[config.mk]
export PLATFORM = sky130hd
export DESIGN_NAME = cmd_router
export DESIGN_NICKNAME = d
export VERILOG_FILES = /design/src/rtl/cmd_router.sv
export SDC_FILE = /design/constraint.sdc
export NUM_CORES = 1
export LEC_CHECK = 0
export CORE_ASPECT_RATIO = 0.6
export CORE_MARGIN = 4
export CORE_UTILIZATION = 34
export DETAILED_ROUTE_END_ITERATION = 12
export GPL_ROUTABILITY_DRIVEN = 1
export GPL_TIMING_DRIVEN = 0
export PLACE_DENSITY = 0.54
export SYNTH_ARGS = -nofsm -noshare
export SYNTH_HDL_FRONTEND = slang
export SYNTH_SLANG_ARGS = --single-unit
[constraint.sdc]
create_clock -name clk -period 10.08 [get_ports clk]
set_clock_uncertainty 0.05 [all_clocks]
set_input_delay 1.512 -clock clk [delete_from_list [all_inputs] [get_ports clk]]
set_output_delay 1.512 -clock clk [all_outputs]
set_load 0.02 [all_outputs]
[src/rtl/cmd_router.sv]
// cmd_router: routes host byte-link packets to slave strobes and frames slave messages back to the host
//
// Packet format (both directions): SYNC_BYTE, ADDR, LEN, then LEN payload bytes.
//
// Ports:
//   clk, n_rst       clock, asynchronous active-low reset
//   rx_data/valid    host bytes in, one-cycle strobe, no backpressure
//   tx_data/valid    host bytes out, tx_valid held until tx_ready
//   tx_ready         host link accepts the byte on tx_valid & tx_ready
//   master_data      last payload byte delivered to the slaves
//   valid_bus        one-hot strobe naming the slave that takes master_data
//   rdreq_bus        show-ahead read acknowledge, pulses on each drained byte
//   have_msg_bus     per-slave message pending
//   slave_data_bus   per-slave current byte, slave i at [8i+7:8i]
//   len_bus          per-slave message length, slave i at [8i+7:8i]
//   err_sync         pulse: stray byte outside a packet (or inter-byte timeout)
//   err_addr         pulse: packet addressed to a nonexistent slave
//
// Optional build macro CMD_TIMEOUT_EN: adds the TIMEOUT_CYC parameter and an
// inter-byte timeout that abandons a partial rx packet.
module cmd_router #(
  parameter int N_SLAVES = 9,
  parameter logic [7:0] SYNC_BYTE = 8'hAA
`ifdef CMD_TIMEOUT_EN
  , parameter int TIMEOUT_CYC = 100000
`endif
) (
  input  logic                    clk,
  input  logic                    n_rst,
  input  logic [7:0]              rx_data,
  input  logic                    rx_valid,
  output logic [7:0]              tx_data,
  output logic                    tx_valid,
  input  logic                    tx_ready,
  output logic [7:0]              master_data,
  output logic [N_SLAVES-1:0]     valid_bus,
  output logic [N_SLAVES-1:0]     rdreq_bus,
  input  logic [N_SLAVES-1:0]     have_msg_bus,
  input  logic [8*N_SLAVES-1:0]   slave_data_bus,
  input  logic [8*N_SLAVES-1:0]   len_bus,
  output logic                    err_sync,
  output logic                    err_addr
);
  localparam int IW = N_SLAVES > 1 ? $clog2(N_SLAVES) : 1;
  typedef enum logic [1:0] {R_IDLE, R_ADDR, R_LEN, R_DATA} rx_state_t;
  typedef enum logic [2:0] {T_IDLE, T_SYNC, T_ADDR, T_LEN, T_DATA} tx_state_t;
  rx_state_t r_q, r_d;
  logic [7:0] addr_q, addr_d, cnt_q, cnt_d;
  logic disc_q, disc_d;
  logic [7:0] master_data_q, master_data_d;
  logic [N_SLAVES-1:0] valid_bus_q, valid_bus_d;
  logic err_sync_q, err_sync_d, err_addr_q, err_addr_d;
  tx_state_t t_q, t_d;
  logic [7:0] idx_q, idx_d, len_q, len_d, ptr_q, ptr_d, tx_byte_q, tx_byte_d, gnt, nxt;
  logic tx_valid_q, tx_valid_d, hs;
`ifdef CMD_TIMEOUT_EN
  localparam int TW = TIMEOUT_CYC > 2 ? $clog2(TIMEOUT_CYC) : 1;
  logic [TW-1:0] tmo_q, tmo_d;
`endif
  assign master_data = master_data_q;
  assign valid_bus   = valid_bus_q;
  assign err_sync    = err_sync_q;
  assign err_addr    = err_addr_q;
  assign tx_valid    = tx_valid_q;
  // Payload bytes come straight from the slave's show-ahead output so no extra read latency is needed.
  assign tx_data     = (t_q == T_DATA) ? slave_data_bus[{idx_q[3:0], 3'b000} +: 8] : tx_byte_q;
  assign hs          = tx_valid_q & tx_ready;
  assign nxt         = (idx_q == 8'(N_SLAVES - 1)) ? 8'd0 : idx_q + 8'd1;
  always_comb begin
    r_d = r_q;
    addr_d = addr_q;
    cnt_d = cnt_q;
    disc_d = disc_q;
    master_data_d = master_data_q;
    valid_bus_d = '0;
    err_sync_d = 1'b0;
    err_addr_d = 1'b0;
    if (rx_valid) begin
      case (r_q)
        R_IDLE: begin
          r_d = (rx_data == SYNC_BYTE) ? R_ADDR : R_IDLE;
          err_sync_d = rx_data != SYNC_BYTE;
        end
        R_ADDR: begin
          addr_d = rx_data;
          disc_d = rx_data >= 8'(N_SLAVES);
          err_addr_d = rx_data >= 8'(N_SLAVES);
          r_d = R_LEN;
        end
        R_LEN: begin
          cnt_d = rx_data;
          r_d = (rx_data == 8'd0) ? R_IDLE : R_DATA;
        end
        default: begin
          master_data_d = rx_data;
          valid_bus_d = disc_q ? '0 : N_SLAVES'(1) << addr_q;
          cnt_d = cnt_q - 8'd1;
          r_d = (cnt_q == 8'd1) ? R_IDLE : R_DATA;
        end
      endcase
    end
`ifdef CMD_TIMEOUT_EN
    tmo_d = (rx_valid || r_q == R_IDLE) ? '0 : tmo_q + 1'b1;
    if (!rx_valid && r_q != R_IDLE && tmo_q == TW'(TIMEOUT_CYC - 1)) begin
      r_d = R_IDLE;
      err_sync_d = 1'b1;
      tmo_d = '0;
    end
`endif
  end
  always_ff @(posedge clk or negedge n_rst) begin
    if (!n_rst) begin
      r_q <= R_IDLE;
      addr_q <= '0;
      cnt_q <= '0;
      disc_q <= 1'b0;
      master_data_q <= '0;
      valid_bus_q <= '0;
      err_sync_q <= 1'b0;
      err_addr_q <= 1'b0;
`ifdef CMD_TIMEOUT_EN
      tmo_q <= '0;
`endif
    end else begin
      r_q <= r_d;
      addr_q <= addr_d;
      cnt_q <= cnt_d;
      disc_q <= disc_d;
      master_data_q <= master_data_d;
      valid_bus_q <= valid_bus_d;
      err_sync_q <= err_sync_d;
      err_addr_q <= err_addr_d;
`ifdef CMD_TIMEOUT_EN
      tmo_q <= tmo_d;
`endif
    end
  end
  // Round robin: scanning offsets downward lets the smallest offset from ptr win.
  always_comb begin
    gnt = '0;
    for (int k = N_SLAVES - 1; k >= 0; k--) begin
      int j;
      j = int'(ptr_q) + k;
      if (j >= N_SLAVES) j = j - N_SLAVES;
      if (have_msg_bus[IW'(j)]) gnt = 8'(j);
    end
  end
  always_comb begin
    t_d = t_q;
    idx_d = idx_q;
    len_d = len_q;
    ptr_d = ptr_q;
    tx_valid_d = tx_valid_q;
    tx_byte_d = tx_byte_q;
    rdreq_bus = '0;
    case (t_q)
      T_IDLE: begin
        if (|have_msg_bus) begin
          idx_d = gnt;
          len_d = len_bus[{gnt[3:0], 3'b000} +: 8];
          tx_byte_d = SYNC_BYTE;
          tx_valid_d = 1'b1;
          t_d = T_SYNC;
        end
      end
      T_SYNC: begin
        if (hs) begin
          tx_byte_d = idx_q;
          t_d = T_ADDR;
        end
      end
      T_ADDR: begin
        if (hs) begin
          tx_byte_d = len_q;
          t_d = T_LEN;
        end
      end
      T_LEN: begin
        if (hs) begin
          t_d = (len_q == 8'd0) ? T_IDLE : T_DATA;
          tx_valid_d = len_q != 8'd0;
          ptr_d = (len_q == 8'd0) ? nxt : ptr_q;
        end
      end
      default: begin
        if (hs) begin
          rdreq_bus = N_SLAVES'(1) << idx_q;
          len_d = len_q - 8'd1;
          t_d = (len_q == 8'd1) ? T_IDLE : T_DATA;
          tx_valid_d = len_q != 8'd1;
          ptr_d = (len_q == 8'd1) ? nxt : ptr_q;
        end
      end
    endcase
  end
  always_ff @(posedge clk or negedge n_rst) begin
    if (!n_rst) begin
      t_q <= T_IDLE;
      idx_q <= '0;
      len_q <= '0;
      ptr_q <= '0;
      tx_valid_q <= 1'b0;
      tx_byte_q <= '0;
    end else begin
      t_q <= t_d;
      idx_q <= idx_d;
      len_q <= len_d;
      ptr_q <= ptr_d;
      tx_valid_q <= tx_valid_d;
      tx_byte_q <= tx_byte_d;
    end
  end
endmodule

==> summary.txt, run 1 <==
Floorplanning
  – I/O pin total: 202
  – Full die area: 33500 sq um
  – Initial core utilization: 34.6%
  – Core ar.: 30000 sq um
  – Chip width: 234 um
  – Chip Height: 143 um
  – Num rows: 49

Worst setup path
  – R2r setup slk: 1760 ps
  – Reg2reg path depth: 18
  – Worst setup SP type: flip-flop
  – Crit Path Class: flip-flop to flip-flop
  – CP Capture Type: flip-flop
  – Arr. time, crit path: 8480 ps
  – Critical Path RT: 10250 ps
  – Crit Path Max Fanout: 12

Placement
  – PortBufs: 201
  – DP Wirelength: 38.1 mm
  – Routability-driven placement congestion ratio: 1.05

Min path
  – Number of cells on the worst hold path: 1
  – Worst min-delay path class: flip-flop to flip-flop

Timing
  – F_max: 120 MHz
  – Setup violators final: 0
  – RSZ-0062 raised after global routing: no
  – Hold Vio Cnt, Final: 0
  – Worst slew margin: 12.7%
  – Slew @ Worst Pin: 1300 ps
  – Fin. max-slew vios: 0
  – Min Tclk post-route: 8320 ps
  – Setup TNS: 0 ps
  – Crit share post-route: 82.5%

Final layout
  – Net count, final: 1781
  – Area grow syn2layout: 27.9%
  – Share of cells above drive strength 1: about a tenth
  – Most common cell after layout, fill and taps aside: clkdlybuf4s50_1
  – Most frequent cells in the layout: clkdlybuf4s50_1 (200), nand2_1 (183), nor2_1 (130), a21oi_1 (105), dfrtp_1 (74)
  – Fillers: 2993

Routing
  – Vias: 12.2k
  – Vias per cell: 6.08
  – Routed Antenna Nets: 0
  – Avg WL per Cell: between 20 and 25 um
  – Drt pass-1 iters: 6
  – DR iter-0 viols: between 1k and 1.5k
  – DRT Wirelength: between 40 and 50 mm
  – DRC viols: 0

Yosys
  – #FFs+latches synth: 74
  – Cells after Synth: 1376
  – Sequential area share after synthesis: 17.8%
  – Top-area cell type share of the netlist area: 17.8%
  – Mapped Nets: between 1.5k and 2k
  – Area leader, netlist: dfrtp_1
  – Yosys warnings: 0
  – Mapped Area: around 10000 sq um
  – Yosys cell types: approximately 110
  – Synth Flop Type: dfrtp_1
  – Synth async-reset ratio: 100%
  – Number of synthesized flops with an enable pin: 0
  – Avg Inst Size Synth: 7.56 sq um
  – Synth top area cells: dfrtp_1 (18%), nand2_1 (6.6%), mux4_2 (5.6%)

GRT
  – First-pass GRT wire length: 69.6 mm
  – Total track usage: 27.3%
  – Via count of the first global-routing pass: 11.1k
  – GRT Residual Overflow: 0
  – Initial antenna violation count: 0
  – Largest net degree at the start of global routing: between 50 and 60

Clock tree
  – CTS resizes: 0
  – Inserted Clock Buffers: 9
  – Post-CTS Setup Inserts: 0
  – Cts hold-fix bufs: 0
  – H-tree depth: 3
  – CTS Root Cell: clkbuf_16
  – CTS tree: built
  – Deepest clock path buffer count: 2
  – Reg clk slew, reported paths: 60 ps
  – Later-pin clock latency in the skew report: roughly 340 ps
  – Clock sink count: 74

Outcome
  – Run status: finished clean

Run
  – Max Cap Violations: 0
==> cells in the mapped netlist (9+ instances only) <==
cell type	instances
and3_1	16
a211oi_1	10
buf_1	9
a211o_1	9
mux4_2	26
mux2i_1	39
a21boi_0	10
or3_1	25
buf_2	30
nand3_1	44
o21ai_0	72
inv_1	28
nand2_1	183
mux2_2	26
dfrtp_1	74
o211ai_1	11
ha_1	27
a41oi_1	9
o22a_1	11
nand2b_1	19
a22oi_1	9
a21o_1	9
nor4_1	14
o22ai_1	14
nor2b_1	10
nor3_1	49
xnor2_1	54
nand4_1	15
clkbuf_1	57
a31oi_1	32
a21oi_1	105
xor2_1	24
nor2_1	130
==> final cells by class <==
class | instances | area [sq um] | share of cell area [%]
Multi-Input combinational cell | 1163 | 7930 | 59.6
Timing Repair Buffer | 202 | 2040 | 15.3
Sequential cell | 74 | 1850 | 13.9
Tap cell | 408 | 510 | 3.84
Buffer | 105 | 502 | 3.77
Clock buffer | 10 | 229 | 1.72
Inverter | 34 | 128 | 0.959
Clock inverter | 6 | 115 | 0.865
Antenna cell | 3 | 7.51 | 0.0564
==> logic make-up after synthesis <==
| family | share of synthesized area [%] |
|---|---|
| compound gates | 27.1 |
| xor+xnor | 6.72 |
| fa+ha+maj | 3.25 |
| buf+inv | 6.05 |
| flops | 17.8 |
| mux | 12.6 |
| simple gates | 26.5 |
==> registers in the layout, indices dropped and copies added, names as in the netlist, 2 cells and up <==
name	count
master_data	8
cnt_q	8
t_q	3
idx_q	8
r_q	2
len_q	8
valid_bus	9
tx_byte_q	8
ptr_q	8
addr_q	8
==> stage by stage <==
stage | util [%] | setup slack, ps | std cells | cell area [sq um] | hold WS (ps)
after detailed placement | 43.1 | 2270 | 1986 | 13000 | 420
after global placement | 43.0 | 2200 | 1985 | 12900 | 410
after CTS | 44.3 | 2210 | 2002 | 13300 | 440
after floorplan | - | 4600 | 1376 | 10400 | 392
after global routing | 44.3 | 1700 | 2002 | 13300 | 470
final | 44.3 | 1760 | 2005 | 13300 | 444
==> routing by layer <==
layer	wire [um]	vias to the layer above	GRT usage, %
li1	-	5559	-
met2	18100	773	35.2
met3	7140	80	12.3
met5	0	-	0
met1	22000	5773	40.9
met4	1010	0	5.84
==> path summary, 6_finish.rpt <==
check                           startpoint             end
worst max register to register    ptr_q[1]        len_q[2]
worst min-delay path                disc_q          disc_q
min in group asynchronous            n_rst  master_data[5]
worst min register to register      disc_q          disc_q
max in group asynchronous            n_rst    tx_byte_q[6]
worst max-delay path              ptr_q[1]        len_q[2]
==> worst max-delay path, stage by stage (launching register included) <==
cell and delay, ps:
dfrtp_1 770, buf_1 650, inv_1 600, ha_1 520, a21boi_4 250, xnor2_1 1060, o2111ai_2 420, or4_1 620
a211o_1 330, mux2_4 330, o21ai_0 550, o22ai_1 160, a2111oi_0 600, nor3_1 200, nand2_1 170, clkbuf_1 410
nor2_1 200, nand2_1 180, a31oi_1 90
Power of run 1 is not shown: default switching activity piles up to over one toggle a cycle in this logic, so the estimate is an artifact.
==> run 2: changes to the inputs <==
--- a/config.mk
+++ b/config.mk
@@ -11,7 +11,7 @@
 export DETAILED_ROUTE_END_ITERATION = 12
 export GPL_ROUTABILITY_DRIVEN = 1
 export GPL_TIMING_DRIVEN = 0
-export PLACE_DENSITY = 0.54
+export PLACE_DENSITY = 0.56
 export SYNTH_ARGS = -nofsm -noshare
 export SYNTH_HDL_FRONTEND = slang
 export SYNTH_SLANG_ARGS = --single-unit
==> constraint.sdc (replaced) <==
create_clock -name clk -period 7 [get_ports clk]
set_clock_uncertainty 0.05 [all_clocks]
set_input_delay 1.05 -clock clk [delete_from_list [all_inputs] [get_ports clk]]
set_output_delay 1.05 -clock clk [all_outputs]
set_load 0.02 [all_outputs]
==> run 2 against run 1 <==
Net effect: count of clock-buffer cells in the layout unchanged; non-clock buffer count is 4 higher; largest cell class unchanged; critical path type unchanged; sequential share of layout area down 0.075 points.
==> summary.txt, run 2 (synthesis results as in run 1) <==
Final layout
  – Largest register FFs: 9 (unchanged)
  – Area grow syn2layout: 28.8% (was 27.9%)
  – Most frequent cells in the layout: clkdlybuf4s50_1 (200), nand2_1 (183), nor2_1 (128), a21oi_1 (105) (was clkdlybuf4s50_1 (200), nand2_1 (183), nor2_1 (130), a21oi_1 (105), dfrtp_1 (74))
  – Antenna cells: 0 (was 3)
  – Net count, final: 1785 (was 1781)
  – Post-Layout Cell Count: 2006 (was 2005)
  – Share of cells above drive strength 1: 11.4% (was 9.79%)
  – Most common cell after layout, fill and taps aside: clkdlybuf4s50_1 (unchanged)

Clock tree
  – Clock sink count: 74 (unchanged)
  – CTS Root Cell: clkbuf_16 (unchanged)
  – Cts hold-fix bufs: 0 (unchanged)
  – Inserted Clock Buffers: 9 (unchanged)
  – H-tree depth: 3 (unchanged)
  – Deepest clock path buffer count: 2 (unchanged)
  – Later-pin clock latency in the skew report: 350 ps (was 340 ps)
  – CTS tree: built (unchanged)
  – Reg clk slew, reported paths: 60 ps (about the same)

Timing
  – RSZ-0062 raised after global routing: no (unchanged)
  – Setup violators final: 0 (unchanged)
  – Crit share post-route: 98.7% (was 82.5%)
  – F_max: 145 MHz (was 120 MHz)
  – Hold Vio Cnt, Final: 0 (unchanged)
  – Fin. max-slew vios: 0 (unchanged)
  – Setup TNS: 0 ps (unchanged)
  – Min Tclk post-route: 6910 ps (was 8320 ps)
  – Slew @ Worst Pin: 1170 ps (was 1300 ps)
  – Worst slew margin: 21.2% (was 12.7%)

GRT
  – Initial antenna violation count: 1 (was 0)
  – Total track usage: 26.9% (was 27.3%)
  – GRT Residual Overflow: 0 (unchanged)
  – First-pass GRT wire length: 69.1 mm (was 69.6 mm)
  – Largest net degree at the start of global routing: 49 (was 59)
  – Via count of the first global-routing pass: 11.1k (about the same)

Routing
  – DRC viols: 0 (unchanged)
  – DR iter-0 viols: 1574 (was 1476)
  – Vias per cell: 6.15 (was 6.08)
  – Avg WL per Cell: 23.9 um (was 24.0 um)
  – Routed Antenna Nets: 0 (unchanged)
  – Drt pass-1 iters: 6 (unchanged)
  – DRT Wirelength: 48.0 mm (was 48.2 mm)
  – Vias: 12.3k (was 12.2k)

Floorplanning
  – Num rows: 49 (unchanged)
  – I/O pin total: 202 (unchanged)
  – Initial core utilization: 34.6% (unchanged)
  – Chip Height: 143 um (unchanged)
  – Chip width: 234 um (unchanged)
  – Full die area: 33500 sq um (unchanged)
  – Core ar.: 30000 sq um (unchanged)

Worst setup path
  – Arr. time, crit path: 7130 ps (was 8480 ps)
  – Reg2reg start: ptr_q[0] (was ptr_q[1])
  – Crit Path Max Fanout: 12 (unchanged)
  – Worst setup SP type: flip-flop (unchanged)
  – R2r setup slk: 90 ps (was 1760 ps)
  – Reg2reg path depth: 20 (was 18)
  – CP Capture Type: flip-flop (unchanged)
  – Crit Path Class: flip-flop to flip-flop (unchanged)
  – Worst flop-to-flop path endpoint: len_q[6] (was len_q[2])
  – Critical Path RT: 7210 ps (was 10250 ps)

Placement
  – Placed cells: 1986 (unchanged)
  – DP Wirelength: 37.7 mm (was 38.1 mm)
  – PortBufs: 201 (unchanged)
  – Routability-driven placement congestion ratio: 1.05 (about the same)

Min path
  – Worst min-delay path class: flip-flop to flip-flop (unchanged)
  – Worst Hold Launch: disc_q (unchanged)
  – Number of cells on the worst hold path: 1 (unchanged)
  – Hold Crit Endpoint: disc_q (unchanged)

Run
  – Max Cap Violations: 0 (unchanged)

Outcome
  – Run status: finished clean (unchanged)
[run 2: per-layer routing]
| layer | wire [um] | track usage (%) |
|---|---|---|
| met2 | 18300 | 35.6 |
| met3 | 7050 | 11.2 |
| met4 | 645 | 3.97 |
| met5 | 11 | 0 |
| met1 | 22000 | 40.9 |
[run 2: area by class of cell]
cell class | count | area, sq um
tap | 408 | 510
buffer | 103 | 502
inverter | 34 | 139
fill | 3043 | 16600
timing repair buffer | 208 | 2090
multi-input combinational | 1163 | 7970
clock inverter | 6 | 90.1
sequential | 74 | 1850
clock buffer | 10 | 239
[run 2: worst max-delay path by stage]
stage	from	end	cells past startpoint
2_1_floorplan	ptr_q[0]	len_q[6]	23
3_3_place_gp	ptr_q[1]	len_q[6]	19
3_5_place_dp	ptr_q[1]	len_q[6]	19
4_1_cts	ptr_q[2]	len_q[6]	21
5_1_grt	ptr_q[0]	len_q[6]	23
6_report	ptr_q[0]	len_q[6]	20
[run 2: what timing repair did]
item | in CTS | in global routing
gates resized for setup | 5 | 18
buffers inserted | 0 | 6
pin swaps | 0 | 2
setup endpoints to repair | 12 | 12
[run 2: through the flow]
| step | util, % | area, sq um | setup WS, ps | hold slack [ps] |
|---|---|---|---|---|
| after floorplan | - | 10400 | 1520 | 392 |
| after global placement | 43.0 | 12900 | -710 | 406 |
| after detailed placement | 43.1 | 13000 | -644 | 412 |
| after CTS | 44.3 | 13300 | 21.1 | 426 |
| after global routing | 44.6 | 13400 | 1.79 | 430 |
| final | 44.6 | 13400 | 88.2 | 421 |
[run 2: critical path: stages, from the launching register on]
cell	delay, ps
dfrtp_2	510
buf_6	210
buf_2	230
inv_2	250
buf_2	390
ha_1	290
clkbuf_1	210
buf_2	290
o32ai_1	540
nand3_1	460
nor2_1	640
o22a_1	240
o32a_2	210
mux2_2	360
buf_2	200
a211o_1	330
a22oi_2	370
buf_2	350
nand2_1	250
o22a_1	260
a31oi_1	170
Power of run 2 is left out for the same reason.
==> run 3: changes to the inputs <==
--- a/config.mk
+++ b/config.mk
@@ -11,6 +11,7 @@
 export DETAILED_ROUTE_END_ITERATION = 12
 export GPL_ROUTABILITY_DRIVEN = 1
 export GPL_TIMING_DRIVEN = 0
+export HOLD_SLACK_MARGIN = 0.02
 export PLACE_DENSITY = 0.56
 export SYNTH_ARGS = -nofsm -noshare
 export SYNTH_HDL_FRONTEND = slang
==> results of run 3 <==
No change in the layout: final DEF, timing and power equal those of run 2.
Power of run 3 is left out for the same reason.
